[src/rtl/fht_pkg.sv]
// Shared definitions for the FHT I/O path: sequencer state encoding and default geometry.
// Latency: n/a (types and constants only).
// Backpressure: n/a.
package fht_pkg;

    localparam int FHT_D_BIT     = 16;
    localparam int FHT_A_BIT     = 8;
    localparam int FHT_BANK_SIZE = 2 ** FHT_A_BIT;
    localparam int FHT_N         = 4 * FHT_BANK_SIZE;
    localparam int FHT_START_TO  = 4;

    typedef enum logic [2:0] {
        ST_IDLE,
        ST_LOAD,
        ST_KICK,
        ST_WAIT_BUSY,
        ST_WAIT_RDY,
        ST_UNLOAD,
        ST_DRAIN
    } fht_state_t;

endpackage

[src/rtl/fht_skid_fifo.sv]
// Two-entry FIFO holding bank read results ahead of the output stream.
// Latency: a push is visible at the head one cycle later; head is a plain register read.
// Backpressure: pop is ignored when empty; push on full is only taken together with a pop.
module fht_skid_fifo #(
    parameter int W = 16
) (
    input  logic         clk,
    input  logic         rst_n,
    input  logic         push,
    input  logic [W-1:0] push_dat,
    input  logic         pop,
    output logic [W-1:0] pop_dat,
    output logic         full,
    output logic         empty
);

    logic [W-1:0] mem [2];
    logic         wr_ptr;
    logic         rd_ptr;
    logic [1:0]   cnt;
    logic         do_push;
    logic         do_pop;

    assign full    = (cnt == 2'd2);
    assign empty   = (cnt == 2'd0);
    assign do_pop  = pop & ~empty;
    // When full, the slot being written is the one popped this same cycle.
    assign do_push = push & (~full | do_pop);
    assign pop_dat = mem[rd_ptr];

    // Storage, pointers and occupancy.
    always_ff @(posedge clk or negedge rst_n) begin
        if (!rst_n) begin
            mem[0] <= '0;
            mem[1] <= '0;
            wr_ptr <= 1'b0;
            rd_ptr <= 1'b0;
            cnt    <= 2'd0;
        end else begin
            if (do_push) begin
                mem[wr_ptr] <= push_dat;
                wr_ptr      <= ~wr_ptr;
            end
            if (do_pop) begin
                rd_ptr <= ~rd_ptr;
            end
            cnt <= cnt + {1'b0, do_push} - {1'b0, do_pop};
        end
    end

endmodule

[src/rtl/fht_io_sequencer.sv]
// Loads N samples round-robin into four banks, kicks the FHT core, then streams results back out.
// Latency: writes land the cycle a sample is accepted; results appear two cycles after their read issues.
// Backpressure: input held off outside LOAD; reads throttled so at most two results are ever buffered.
module fht_io_sequencer
    import fht_pkg::*;
#(
    parameter int D_BIT    = FHT_D_BIT,
    parameter int A_BIT    = FHT_A_BIT,
    parameter int START_TO = FHT_START_TO
) (
    input  logic             iCLK,
    input  logic             iRESET,
    input  logic [D_BIT-1:0] iDATA,
    input  logic             iVALID,
    output logic             oREADY,
    output logic [D_BIT-1:0] oDATA,
    output logic             oVALID,
    input  logic             iREADY,
    output logic             oSTART,
    input  logic             iRDY,
    output logic [A_BIT-1:0] oADDR,
    output logic [D_BIT-1:0] oWDATA,
    output logic             oWE_0,
    output logic             oWE_1,
    output logic             oWE_2,
    output logic             oWE_3,
    input  logic [D_BIT-1:0] iRDATA_0,
    input  logic [D_BIT-1:0] iRDATA_1,
    input  logic [D_BIT-1:0] iRDATA_2,
    input  logic [D_BIT-1:0] iRDATA_3,
    output logic             oBUSY,
    output logic             oERR
);

    localparam int TW = (START_TO > 1) ? $clog2(START_TO) : 1;
    localparam logic [TW-1:0]    TO_LAST  = TW'(START_TO - 1);
    // N is a power of two, so the last sample/result index is all ones.
    localparam logic [A_BIT+1:0] IDX_LAST = '1;

    fht_state_t       state, state_nxt;
    logic [A_BIT+1:0] idx;
    logic [TW-1:0]    to_cnt;
    logic             err_q;
    logic             rd_inflight;
    logic [1:0]       rd_bank;

    logic             acc;
    logic             issue;
    logic             timeout;
    logic             pop_fire;
    logic             room_ok;
    logic [1:0]       fifo_occ;
    logic             fifo_full;
    logic             fifo_empty;
    logic [D_BIT-1:0] rd_dat;

    assign acc      = (state == ST_LOAD) & iVALID;
    assign timeout  = (state == ST_WAIT_BUSY) & iRDY & (to_cnt == TO_LAST);
    assign oVALID   = ~fifo_empty;
    assign pop_fire = oVALID & iREADY;
    assign fifo_occ = fifo_full ? 2'd2 : (fifo_empty ? 2'd0 : 2'd1);
    // A pop this cycle frees a slot in time for the read issued now, which keeps one result per cycle.
    assign room_ok  = ({1'b0, fifo_occ} + {2'b0, rd_inflight}) < (3'd2 + {2'b0, pop_fire});
    assign issue    = (state == ST_UNLOAD) & room_ok;
    assign oERR     = err_q;

    // State register.
    always_ff @(posedge iCLK or negedge iRESET) begin
        if (!iRESET) begin
            state <= ST_IDLE;
        end else begin
            state <= state_nxt;
        end
    end

    // Next-state decode and bank/control port drive.
    always_comb begin
        state_nxt = state;
        oREADY    = 1'b0;
        oSTART    = 1'b0;
        oBUSY     = (state != ST_IDLE);
        oADDR     = '0;
        oWDATA    = '0;
        oWE_0     = 1'b0;
        oWE_1     = 1'b0;
        oWE_2     = 1'b0;
        oWE_3     = 1'b0;
        unique case (state)
            ST_IDLE: begin
                if (iVALID) state_nxt = ST_LOAD;
            end
            ST_LOAD: begin
                oREADY = 1'b1;
                if (acc) begin
                    oADDR  = idx[A_BIT+1:2];
                    oWDATA = iDATA;
                    oWE_0  = (idx[1:0] == 2'd0);
                    oWE_1  = (idx[1:0] == 2'd1);
                    oWE_2  = (idx[1:0] == 2'd2);
                    oWE_3  = (idx[1:0] == 2'd3);
                    if (idx == IDX_LAST) state_nxt = ST_KICK;
                end
            end
            ST_KICK: begin
                oSTART    = 1'b1;
                state_nxt = ST_WAIT_BUSY;
            end
            ST_WAIT_BUSY: begin
                if (!iRDY)        state_nxt = ST_WAIT_RDY;
                else if (timeout) state_nxt = ST_IDLE;
            end
            ST_WAIT_RDY: begin
                if (iRDY) state_nxt = ST_UNLOAD;
            end
            ST_UNLOAD: begin
                if (issue) begin
                    oADDR = idx[A_BIT+1:2];
                    if (idx == IDX_LAST) state_nxt = ST_DRAIN;
                end
            end
            ST_DRAIN: begin
                if (fifo_empty && !rd_inflight) state_nxt = ST_IDLE;
            end
            default: state_nxt = ST_IDLE;
        endcase
    end

    // Sample/result index, start timeout counter, sticky error and read pipeline tracking.
    always_ff @(posedge iCLK or negedge iRESET) begin
        if (!iRESET) begin
            idx         <= '0;
            to_cnt      <= '0;
            err_q       <= 1'b0;
            rd_inflight <= 1'b0;
            rd_bank     <= 2'd0;
        end else begin
            if (state == ST_IDLE || state == ST_WAIT_RDY) begin
                idx <= '0;
            end else if (acc || issue) begin
                idx <= idx + 1'b1;
            end

            if (state != ST_WAIT_BUSY) begin
                to_cnt <= '0;
            end else if (iRDY) begin
                to_cnt <= to_cnt + 1'b1;
            end

            if (timeout) begin
                err_q <= 1'b1;
            end else if (state == ST_IDLE && iVALID) begin
                err_q <= 1'b0;
            end

            rd_inflight <= issue;
            if (issue) begin
                rd_bank <= idx[1:0];
            end
        end
    end

    // Select the bank addressed by the read issued last cycle.
    always_comb begin
        rd_dat = iRDATA_0;
        unique case (rd_bank)
            2'd0: rd_dat = iRDATA_0;
            2'd1: rd_dat = iRDATA_1;
            2'd2: rd_dat = iRDATA_2;
            2'd3: rd_dat = iRDATA_3;
            default: rd_dat = iRDATA_0;
        endcase
    end

    fht_skid_fifo #(
        .W (D_BIT)
    ) u_out_fifo (
        .clk      (iCLK),
        .rst_n    (iRESET),
        .push     (rd_inflight),
        .push_dat (rd_dat),
        .pop      (iREADY),
        .pop_dat  (oDATA),
        .full     (fifo_full),
        .empty    (fifo_empty)
    );

endmodule

[config.mk]
export PLATFORM = sky130hd
export DESIGN_NAME = fht_io_sequencer
export DESIGN_NICKNAME = d
export VERILOG_FILES = /design/src/rtl/fht_pkg.sv /design/src/rtl/fht_skid_fifo.sv /design/src/rtl/fht_io_sequencer.sv
export SDC_FILE = /design/constraint.sdc
export NUM_CORES = 1
export LEC_CHECK = 0
export ABC_AREA = 1
export CELL_PAD_IN_SITES_DETAIL_PLACEMENT = 0
export CELL_PAD_IN_SITES_GLOBAL_PLACEMENT = 2
export CORE_MARGIN = 8
export CORE_UTILIZATION = 25
export DETAILED_ROUTE_END_ITERATION = 8
export GPL_TIMING_DRIVEN = 0
export PLACE_DENSITY = 0.94
export SLEW_MARGIN = 15
export SYNTH_ARGS = -nofsm -noshare
export SYNTH_HDL_FRONTEND = slang
export SYNTH_SLANG_ARGS = --single-unit
export TNS_END_PERCENT = 1
[constraint.sdc]
create_clock -name iCLK -period 3.5 [get_ports iCLK]
set_input_delay 0.525 -clock iCLK [delete_from_list [all_inputs] [get_ports iCLK]]
set_output_delay 0.525 -clock iCLK [all_outputs]
set_load 0.005 [all_outputs]
# After elaboration in Yosys (flattened, before gate mapping)
# Index checks and enable logic that the tools add are counted.
[classes]
n_eq_ne = 24
n_bitwise = 13
n_mux = 40
n_lt_le_gt_ge = 4
addsub = 6
reduce_logical = 15
[op_table]
columns = ["cell", "n"]
rows = [
  ["$mux W16", 6],
  ["$pmux W16 S4", 1],
  ["$bwmux W32", 1],
  ["$mux W3", 9],
  ["$pmux W3 S7", 1],
  ["$mux W10", 2],
  ["$demux W16 S1", 1],
  ["$mux W8", 2],
  ["$pmux W8 S2", 1],
  ["$mux W1", 13],
  ["$eq A2 B2 Y1 const B", 6],
  ["$add A10 B1 Y10 const B", 1],
  ["$eq A10 B10 Y1 const B", 1],
  ["$ne A2 B2 Y1 const B", 5],
  ["$eq A3 B3 Y1 const B", 3],
  ["$reduce_and A8 Y1", 1],
  ["$and A1 B1 Y1", 6],
  ["$eq A3 B2 Y1 const B", 2],
  ["$logic_not A2 Y1", 3],
  ["$mux W2", 3],
  ["$reduce_bool A2 Y1", 3],
  ["$eq A2 B1 Y1 const B", 2],
  ["$ge A2 B2 Y1 const B", 2],
  ["$ne A2 B1 Y1 const B", 2],
  ["other kinds (18)", 25],
]
[word_totals]
output_inout_bits = 49
ff_bits = 55
input_bits = 85
word_cells = 113

# Longest topological paths before layout
[logic_depth]
ltp_word = 9
mapped_depth = 9
ltp_nobuf = 9

# Hierarchy
# From an unflattened synthesis, not the netlist that was laid out.
[unflattened]
hier_cells = 528
hier_area_um2 = 3664.8
[modules_own_cells]
columns = ["module", "instances", "cells_per_inst", "seq_area_each_um2", "area_each_um2"]
rows = [
  ["fht_io_sequencer", 1, 307, 475.5, 1856.8],
  ["fht_skid_fifo", 1, 221, 900.9, 1808.0],
]

# Worst setup path after synthesis
# OpenSTA, ideal clock, no wires.
[synth_path]
kind = "register -> output"
startpoint = "reg rd_inflight"
endpoint = "out oADDR[0]"
path_stages_with_launch = 9
path_buffers = 0
arrival_time_ps = 1233
path_slack_ps = 1742
t_required_ps = 2975
cell_sequence = "dfrtp_1 ha_1 inv_1 nand2_1 nand3_2 nand3_4 nand2_4 inv_2 nor2_1"
[synth_between]
elab_chain_cells = 5
[synth_rtl]
columns = ["item", "line_no", "source"]
rows = [
  ["start, declared", "fht_io_sequencer.sv:44", "logic rd_inflight;"],
  ["start signal, assigned", "fht_io_sequencer.sv:155", "rd_inflight <= issue;"],
  ["$add A2 B1 Y3", "fht_io_sequencer.sv:63", "assign room_ok = ({1'b0, fifo_occ} + {2'b0, rd_inflight}) < (3'd2 + {2'b0, pop_fire});"],
  ["$lt A3 B3 Y1", "fht_io_sequencer.sv:63", ""],
  ["$and A1 B1 Y1", "fht_io_sequencer.sv:64", "assign issue = (state == ST_UNLOAD) & room_ok;"],
  ["$mux W8", "fht_io_sequencer.sv:116", "if (issue) begin"],
  ["$pmux W8 S2", "fht_io_sequencer.sv:88", "unique case (state)"],
  ["end, declared", "fht_io_sequencer.sv:21", "output logic [A_BIT-1:0] oADDR,"],
]
# Every way passes these cells.

# Worst setup path after layout
[layout_path]
startpoint = "in iREADY"
endpoint = "out oADDR[2]"
[layout_between]
elab_chain_cells = 6
[layout_rtl]
columns = ["item", "line_no", "source"]
rows = [
  ["start, declared", "fht_io_sequencer.sv:18", "input logic iREADY,"],
  ["$and A1 B1 Y1", "fht_io_sequencer.sv:60", "assign pop_fire = oVALID & iREADY;"],
  ["$add A2 B1 Y3", "fht_io_sequencer.sv:63", ""],
  ["$lt A3 B3 Y1", "fht_io_sequencer.sv:63", ""],
  ["$and A1 B1 Y1", "fht_io_sequencer.sv:64", ""],
  ["$mux W8", "fht_io_sequencer.sv:116", ""],
  ["$pmux W8 S2", "fht_io_sequencer.sv:88", ""],
]
# Every way passes these cells.

==> flow_metrics.py <==
metrics = {
    "outcome": {
        "status": "completed",
    },
    "floorplan": {
        "die_x_um": 133,
        "dieArea_mm2": 0.0177,
        "die_h_um": 133,
        "rows": 42,
        "num_io_pins": 134,
        "initial_core_util_pct": 25.8,
        "core-area_mm2": 0.0133,
    },
    "setup_path": {
        "critPathLaunchType": "input pin",
        "cp_cell_sequence": "clkdlybuf4s50_1 > nand2_1 > nand3_2 > nand3_4 > nand2_4 > inv_2 > nor2_1 > clkdlybuf4s50_1",
        "crit_slowest_cell": "clkdlybuf4s50_1",
        "cp_num_buf_inv": 3,
        "crit_fanout": 8,
        "critPathMaxStageDelay_ps": 550,
        "end_kind": "output pin",
        "required_ps": 2970,
        "crit_family": "buffers and inverters",
        "cp_common_cell": "clkdlybuf4s50_1",
        "crit_type": "in2out",
        "cp_data_arrival_time_ps": 2190,
    },
    "timing": {
        "tns_ps": 0,
        "relSlewSlack_pct": 52.2,
        "worst_pin_slew_ps": 718,
        "slew_violations": 0,
        "fin_crit_sh_pct": 77.6,
        "fin_ws_ps": 782,
        "setup_violations": 0,
        "max_freq_ghz": 0.368,
        "finalCriticalPeriod_ps": 2720,
        "hold_viol_final": 0,
        "hold_ws_ps": 287,
        "skew_ps": 6.87,
        "rsz0062_at_grt": "false",
    },
    "power": {
        "ir_worst_vdd_mv": 0.273,
        "p_sw_mw": 1.44,
        "pwr-share-seq_pct": 28.9,
        "p_total_mw": 3.52,
        "clkPwrFrac_pct": 18.2,
        "internal-power_mw": 2.08,
        "power.density_mw_per_mm2": 681,
        "swShare_pct": 40.9,
        "combPwrFrac_pct": 52.9,
        "leakagePower_nw": 2.40,
    },
    "yosys": {
        "synth_nets": 595,
        "yosys.area.top_type": "dfrtp_1",
        "ys_warn_count": 0,
        "synthTopCellsByArea": "dfrtp_1 (40%), nand2_1 (21%), inv_1 (6.7%)",
        "synthesis.area_mm2": 0.00343,
        "synth_seq_cells": 55,
        "synth.distinct_cells": 24,
        "postSynthAreaPerCell_um2": 6.83,
        "seq_area_frac_synth_pct": 40.1,
        "synth_top_area_share_pct": 40.1,
        "netlist_instances": 502,
    },
    "layout": {
        "instances_no_fill": 819,
        "area_delta_synth_final_pct": 50.7,
        "stdcell_area_mm2": 0.00517,
        "drive_gt1_share_pct": 7.00,
        "antenna_cells": 0,
        "fin_nets": 735,
        "final_core_util_pct": 38.9,
    },
    "clock_tree": {
        "path_clk_slew_ps": 70,
        "htreeDepth": 2,
        "cts_buffers": 5,
        "cts_tree": "built",
        "cts_buffer_depth": 2,
        "cts_hold_buffers": 0,
        "insertion_delay_ps": 290,
        "clock-root-buffer": "clkbuf_16",
        "post_cts_buffers": 0,
        "clock_sinks": 55,
        "cts.repair.resized": 0,
    },
    "drt": {
        "wl_um": 11900,
        "via_per_inst": 4.52,
        "dr.pass1.iters": 4,
        "route.antenna.remaining_nets": 0,
        "num_vias": 3702,
        "remaining_drc_errors": 0,
        "initialDrtViolationCount": 130,
        "routedWlPerCell_um": 14.6,
    },
    "placement": {
        "placed_cell_area_mm2": 0.00498,
        "dp_cells": 811,
        "gp_routability_congestion": 0.789,
        "port_buffers": 133,
        "pre_cts_ws_ps": 741,
        "dp_hpwl_um": 9220,
    },
    "grt": {
        "antenna_found_initial": 0,
        "grt_max_degree": 56,
        "grtUsageTotal_pct": 13.3,
        "grt_pass1_wl_um": 19700,
        "grt.overflow.total": 0,
        "grt_pass1_vias": 3823,
    },
    "flow_run": {
        "drv_cap": 0,
    },
    "min_path": {
        "hp-class": "in2async",
    },
}
sequential cells by signal, indices dropped and copies added (netlist names):
name and flops:
oERR 1, u_out_fifo.mem 32, rd_inflight 1, u_out_fifo.wr_ptr 1
rd_bank 2, u_out_fifo.rd_ptr 1, to_cnt 2, u_out_fifo.cnt 2
idx 10, state 3
worst register-to-register path, delay by kind of cell (launching register included):
family                 cells  cell delay [ps]
AND/OR/NAND/NOR            4              720
flip-flops                 1              460
buffers and inverters      1              320
AO/OA/AOI/OAI              1               70
Yosys cell counts, drive strengths merged:
library cell / number
buf: 13
clkbuf: 5
dfrtp: 55
ha: 8
inv: 69
nand2: 198
nand3: 17
nand3b: 1
nand4: 28
nor2: 49
nor3: 1
o21ai: 55
xnor2: 3
metal layers:
layer / GRT usage (%) / up-vias / part of all wire, %
met5: 0 / - / 0
met4: 2.00 / 0 / 0.86
met3: 4.59 / 6 / 8.0
met2: 21.8 / 141 / 43
met1: 17.0 / 1714 / 48
li1: - / 1841 / -
area by class of cell:
class | instances | area, µm²
Fill cell | 1404 | 8130
Multi-Input combinational cell | 360 | 1690
Sequential cell | 55 | 1380
Timing Repair Buffer | 133 | 1330
Inverter | 69 | 259
Tap cell | 176 | 220
Clock buffer | 6 | 129
Buffer | 18 | 100
Clock inverter | 2 | 60.1
cells in the final DEF, fill, tap and decap left out, types with 5 or more instances in the layout:
master | Yosys | layout
buf_2 | 8 | 8
buf_4 | 4 | 5
clkbuf_1 | 5 | 6
clkbuf_16 | 0 | 5
clkdlybuf4s50_1 | 0 | 132
dfrtp_1 | 55 | 55
ha_1 | 8 | 8
inv_1 | 61 | 61
inv_2 | 8 | 8
nand2_1 | 195 | 195
nand3_1 | 15 | 15
nand4_1 | 28 | 28
nor2_1 | 39 | 39
nor2_2 | 6 | 6
o21ai_0 | 38 | 38
o21ai_1 | 16 | 16
kinds of logic after synthesis:
logic type | synth area share (%)
simple gates | 37.3
buf+inv | 10.5
compound gates | 8.36
flops | 40.1
fa+ha+maj | 2.92
xor+xnor | 0.767
final timing paths:
path | start | endpoint | slack [ps] | depth (start not counted)
max reg2reg | rd_bank[0] | u_out_fifo.mem[21] | 1870 | 6
max in group asynchronous | iRESET | idx[8] | 2740 | 1
min in group iCLK | oERR | oERR | 510 | 2
min | iRESET | u_out_fifo.mem[30] | 290 | 1
max | iREADY | oADDR[2] | 780 | 8
min reg2reg | oERR | oERR | 510 | 2
power by group through the flow:
stage                     clock network [mW]  registers (mW)  logic (mW)
after floorplan                            0           0.992        1.03
after global placement                     0            1.02        1.87
after detailed placement                   0            1.03        1.89
after CTS                              0.652            1.01        1.90
after global routing                   0.679            1.05        2.10
final                                  0.641            1.01        1.86
No activity file was read; power rests on OpenSTA's default activity.
==> RTL edit 1, RTL diff (config.mk and constraints unchanged) <==
The package constant `FHT_START_TO` goes from 4 to 8.
--- a/src/rtl/fht_pkg.sv
+++ b/src/rtl/fht_pkg.sv
@@ -9,3 +9,3 @@
     localparam int FHT_N         = 4 * FHT_BANK_SIZE;
-    localparam int FHT_START_TO  = 4;
+    localparam int FHT_START_TO  = 8;
 
Behaviour: same outputs for any inputs over 10 cycles, from zero or initial values and one cycle with iRESET low; that may be too few to reach the edited logic, so the function may still have changed.
==> RTL edit 1 against the original RTL <==
Setup slack worse by 0.021 ns; cell area is 3.6% higher; highest routed layer unchanged; routed wire length down 2.5%; sequential cell count increased by 1; total power is 0.59% lower; synthesized cell count increased by 0.60%; largest power group unchanged; register-to-register slack got worse by 0.05 ns; via count shrank 1.3%; largest cell class unchanged; critical path type unchanged; critical endpoint is now oADDR[3]; synthesized area rose by 5.3%.
==> RTL edit 1: results (changes against the original RTL) <==
Cells and area
  – Share of cells above drive strength 1: 10.8% (+3.8 points)
  – Layout Nets: 739 (+0.54%)
  – Largest registers: u_out_fifo.mem x32, idx x10
  – # fillers: 1530 (+9.0%)

GRT
  – M1 GR Usage: 15.2% (-1.7 points)
  – First-pass GRT wire length: 18700 microns (-4.8%)
  – Total GRT Usage: 12.5% (-0.86 points)
  – GR Util met2: 21.7% (-0.044 points)
  – Vias in the first global route: 3746 (-2.0%)
  – Largest net degree at the start of global routing: 57 (+1.8%)
  – Met3 Use GR: 3.70% (-0.89 points)

Route
  – Vias per cell: 4.40 (-2.6%)
  – Post-detailed-route wirelength per cell: 14.0 microns (-3.8%)
  – Drt first-iter violations: 117 (-10%)
  – DR pass1 iterations: 4 (unchanged)

STA
  – Clk_skew: 0.00766 ns (+0.000797 ns)
  – Slew @ Worst Pin: 0.733 ns (+0.0153 ns)

Clock tree
  – CTS Buf Count: 5 (unchanged)
  – H-tree levels: 2 (unchanged)
  – Clock buffer depth: 2 (unchanged)
  – Root Buffer: clkbuf_16
  – Post-CTS Repair Setup Buffers: 0 (unchanged)
  – Post-CTS resize count: 0 (unchanged)

Worst setup path
  – Worst reg2reg startpoint: u_out_fifo.cnt[0]
  – Reg2Reg Setup Slack: 1.82 ns (-0.05 ns)
  – Arrival time worst endpoint: 2.21 ns (+0.02 ns)
  – Worst reg2reg path endpoint: u_out_fifo.cnt[1]
  – Critical path's largest stage delay: 0.56 ns
  – Critical Path Sink: oADDR[3]
  – Worst path slowest cell: clkdlybuf4s50_1
  – Max FO, Critical Path: 9 (+1)
  – Worst reg-to-reg path cell count: 9 (+3)

Synth
  – Synth cell count leaders: 179 x nand2_1, 61 x inv_1, 56 x dfrtp_1, 40 x nor2_1, 27 x o21ai_0
  – Top FF cell, synth: dfrtp_1
  – Synth cell types: 31 (+29%)
  – Synth warn: 0 (unchanged)
  – Sequential share of the synthesized area: 38.8% (-1.3 points)
  – Mapped Nets: 599 (+0.67%)
  – Largest cells by area after synthesis: dfrtp_1 39%, nand2_1 19%, inv_1 6.3%, nor2_1 4.2%, o21ai_0 3.7%

Power
  – Switching Fraction: 40.4% (-0.58 points)
  – Leakage Power: 2.48 nW (+3.5%)
  – Maximum vdd drop: 360 uV (+32%)

Status
  – Status: completed

Place
  – Port bufs: 133 (unchanged)
  – DPL Wire Length: 9220 microns (-0.11%)
  – Routability Congestion: 0.796 (+0.84%)
-- RTL edit 1: logic make-up after synthesis --
kind of cell,Yosys count,share of synthesized area (%)
buf+inv,89,10.6
flops,56,38.8
fa+ha+maj,9,3.12
simple gates,281,36.0
compound gates,66,10.6
xor+xnor,4,0.970
-- RTL edit 1: layer usage --
layer  vias up  part of all wire (%)
met1      1672                    44
met4         0                  0.46
met5         -                     0
met3         4                   8.3
met2       114                    47
li1       1863                     -
-- RTL edit 1: power groups by stage --
stage	clock network, mW	registers, mW	logic [mW]
2_1_floorplan	0	1.00	1.07
3_3_place_gp	0	1.03	1.88
3_5_place_dp	0	1.03	1.91
4_1_cts	0.624	1.02	1.92
5_1_grt	0.643	1.05	2.09
6_report	0.600	1.02	1.87
-- RTL edit 1: worst max-delay path: cells and delay by family --
| family | cells | cell delay [ns] |
|---|---|---|
| buffers and inverters | 3 | 1.15 |
| and+or+nand+nor | 5 | 0.52 |
-- RTL edit 1: through the flow --
step                worst slack, ns  utilization, %  hold slack [ns]  cells  area, sq um
floorplan                      1.73               -            0.229    505         3610
global placement             0.0654            36.1            0.471    822         5170
detailed placement            0.743            36.1            0.477    822         5170
CTS                           0.728            37.4            0.329    830         5350
global route                  0.678            37.4            0.361    830         5350
finish                        0.762            37.4            0.272    830         5350
-- RTL edit 1: worst min path at each step --
| stage | startpoint | to | slack, ns |
|---|---|---|---|
| 2_1_floorplan | iRESET | idx[0] | 0.23 |
| 6_report | iRESET | u_out_fifo.mem[28] | 0.27 |
| 3_5_place_dp | u_out_fifo.mem[5] | u_out_fifo.mem[5] | 0.48 |
| 3_3_place_gp | u_out_fifo.mem[5] | u_out_fifo.mem[5] | 0.47 |
| 4_1_cts | iRESET | u_out_fifo.mem[28] | 0.33 |
| 5_1_grt | iRESET | u_out_fifo.mem[28] | 0.36 |
-- RTL edit 1: final cells by class --
cell class	instances	area (sq um)	area share, %
multi-input combinational	360	1830	34.2
sequential	56	1400	26.2
timing repair buffer	133	1330	24.8
inverter	70	268	5.00
tap	184	230	4.30
clock buffer	7	153	2.85
buffer	19	114	2.13
clock inverter	1	30.0	0.561
==> RTL edit 2, RTL diff (same settings) <==
Without the edit above. The 7 states of `fht_state_t` get a one-hot encoding in 7 bits.
--- a/src/rtl/fht_pkg.sv
+++ b/src/rtl/fht_pkg.sv
@@ -11,10 +11,10 @@
 
-    typedef enum logic [2:0] {
-        ST_IDLE,
-        ST_LOAD,
-        ST_KICK,
-        ST_WAIT_BUSY,
-        ST_WAIT_RDY,
-        ST_UNLOAD,
-        ST_DRAIN
+    typedef enum logic [6:0] {
+        ST_IDLE      = 7'b0000001,
+        ST_LOAD      = 7'b0000010,
+        ST_KICK      = 7'b0000100,
+        ST_WAIT_BUSY = 7'b0001000,
+        ST_WAIT_RDY  = 7'b0010000,
+        ST_UNLOAD    = 7'b0100000,
+        ST_DRAIN     = 7'b1000000
     } fht_state_t;
Behaviour: same outputs for any inputs over 10 cycles, from zero or initial values and one cycle with iRESET low; not proved beyond that.
==> RTL edit 2 against the original RTL <==
Sequential share of layout area grew 0.33 points; critical endpoint is now oADDR[0]; sequential cell count grew 4; routed wire length shrank 4.2%; global-route usage shrank 0.62 points; largest power group unchanged; combinational power shrank 46%; highest routed layer unchanged; synthesized area grew 4.9%; cell area grew 6.1%; clock power grew 35%; setup slack lost 0.23 ns; total power shrank 23%.
==> RTL edit 2: results (changes against the original RTL) <==
Route
  – Post-detailed-route wirelength per cell: 13.3 microns (-9.1%)
  – M1 wire length: 4940 microns (-13%)
  – Vias post-DR: 3768 (+1.8%)
  – Drt first-iter violations: 243 (+87%)
  – Metal3 WL: 1100 microns (+16%)
  – WL final: 11400 microns (-4.2%)

Synth
  – Synth cell types: 28 (+17%)
  – Mapped Nets: 622 (+4.5%)
  – Synth cell count leaders: 220 x nand2_1, 67 x inv_1, 58 x dfrtp_1, 48 x nor2_1, 32 x o21ai_0
  – Sequential share of the synthesized area: 41.1% (+0.93 points)
  – Largest cells by area after synthesis: dfrtp_1 40%, nand2_1 23%, inv_1 7.0%, nor2_1 5.0%, o21ai_0 4.5%
  – Synth Instances: 529 (+5.4%)

Clock tree
  – Clock Latency Late Sink: 0.33 ns (+0.04 ns)
  – CTS Buf Count: 9 (+4)
  – Clock transition at path regs: 0.05 ns (-0.02 ns)

STA
  – Hold Slack: 0.0324 ns (-0.255 ns)
  – Clk_skew: 0.00852 ns (+0.00165 ns)
  – Worst slew margin relative to its limit: 67.2% (+15 points)

Power
  – Psw: 904 uW (-37%)
  – Maximum vdd drop: 235 uV (-14%)
  – Leakage Power: 2.60 nW (+8.6%)

Place
  – Setup WS pre-CTS: 0.608 ns (-0.133 ns)
  – DPL Wire Length: 8940 microns (-3.1%)
  – Routability Congestion: 0.801 (+1.5%)

GRT
  – Met3 Use GR: 5.03% (+0.44 points)
  – Total GRT Usage: 12.7% (-0.62 points)
  – Vias in the first global route: 3926 (+2.7%)

Status
  – Status: completed

Cells and area
  – Share of cells above drive strength 1: 7.22% (+0.22 points)

Worst setup path
  – Arrival time worst endpoint: 2.42 ns (+0.23 ns)
  – Reg2Reg Setup Slack: 1.69 ns (-0.18 ns)
  – Worst reg-to-reg path cell count: 10 (+4)
  – Worst reg2reg path endpoint: state[5]
[RTL edit 2: changes by cell type after synthesis, sizes merged, moves of 3 or more]
cell / unedited run / this run
xor2: 0 / 5
nand3: 17 / 22
nand4: 28 / 20
nor2: 49 / 57
buf: 13 / 10
nor3: 1 / 6
o21ai: 55 / 34
nand2: 198 / 223
dfrtp: 55 / 58
[RTL edit 2: cell families (layout without fill, tap and decap cells)]
logic type | after synthesis | in the layout | share of synthesized area [%]
simple gates | 331 | 331 | 39.1
flops | 59 | 59 | 41.1
xor+xnor | 6 | 6 | 1.46
compound gates | 37 | 37 | 5.39
buf+inv | 88 | 238 | 10.2
fa+ha+maj | 8 | 8 | 2.78
[RTL edit 2: worst max-delay path by stage]
stage	end	slack, ns	depth (start not counted)
2_1_floorplan	oADDR[0]	1.57	10
3_3_place_gp	to_cnt[1]	-0.08	1
3_5_place_dp	oADDR[0]	0.61	9
4_1_cts	oADDR[0]	0.53	11
5_1_grt	oADDR[0]	0.40	11
6_report	oADDR[0]	0.55	11
[RTL edit 2: worst register-to-register path, delay by kind of cell (launching register included)]
family / cells / cell delay, ns
adders and majority gates: 1 / 0.29
and+or+nand+nor: 9 / 0.91
DFF: 1 / 0.49
[RTL edit 2: final cells by class]
| class | count | area (sq um) | share of cell area, % |
|---|---|---|---|
| plain buffers | 17 | 100 | 1.83 |
| clock buffers | 11 | 243 | 4.43 |
| clock inverters | 5 | 52.6 | 0.959 |
| inverters | 71 | 267 | 4.86 |
| multi-input cells | 382 | 1750 | 32.0 |
| flip-flops and latches | 59 | 1480 | 27.0 |
| well taps | 184 | 230 | 4.20 |
| repair buffers | 134 | 1360 | 24.8 |
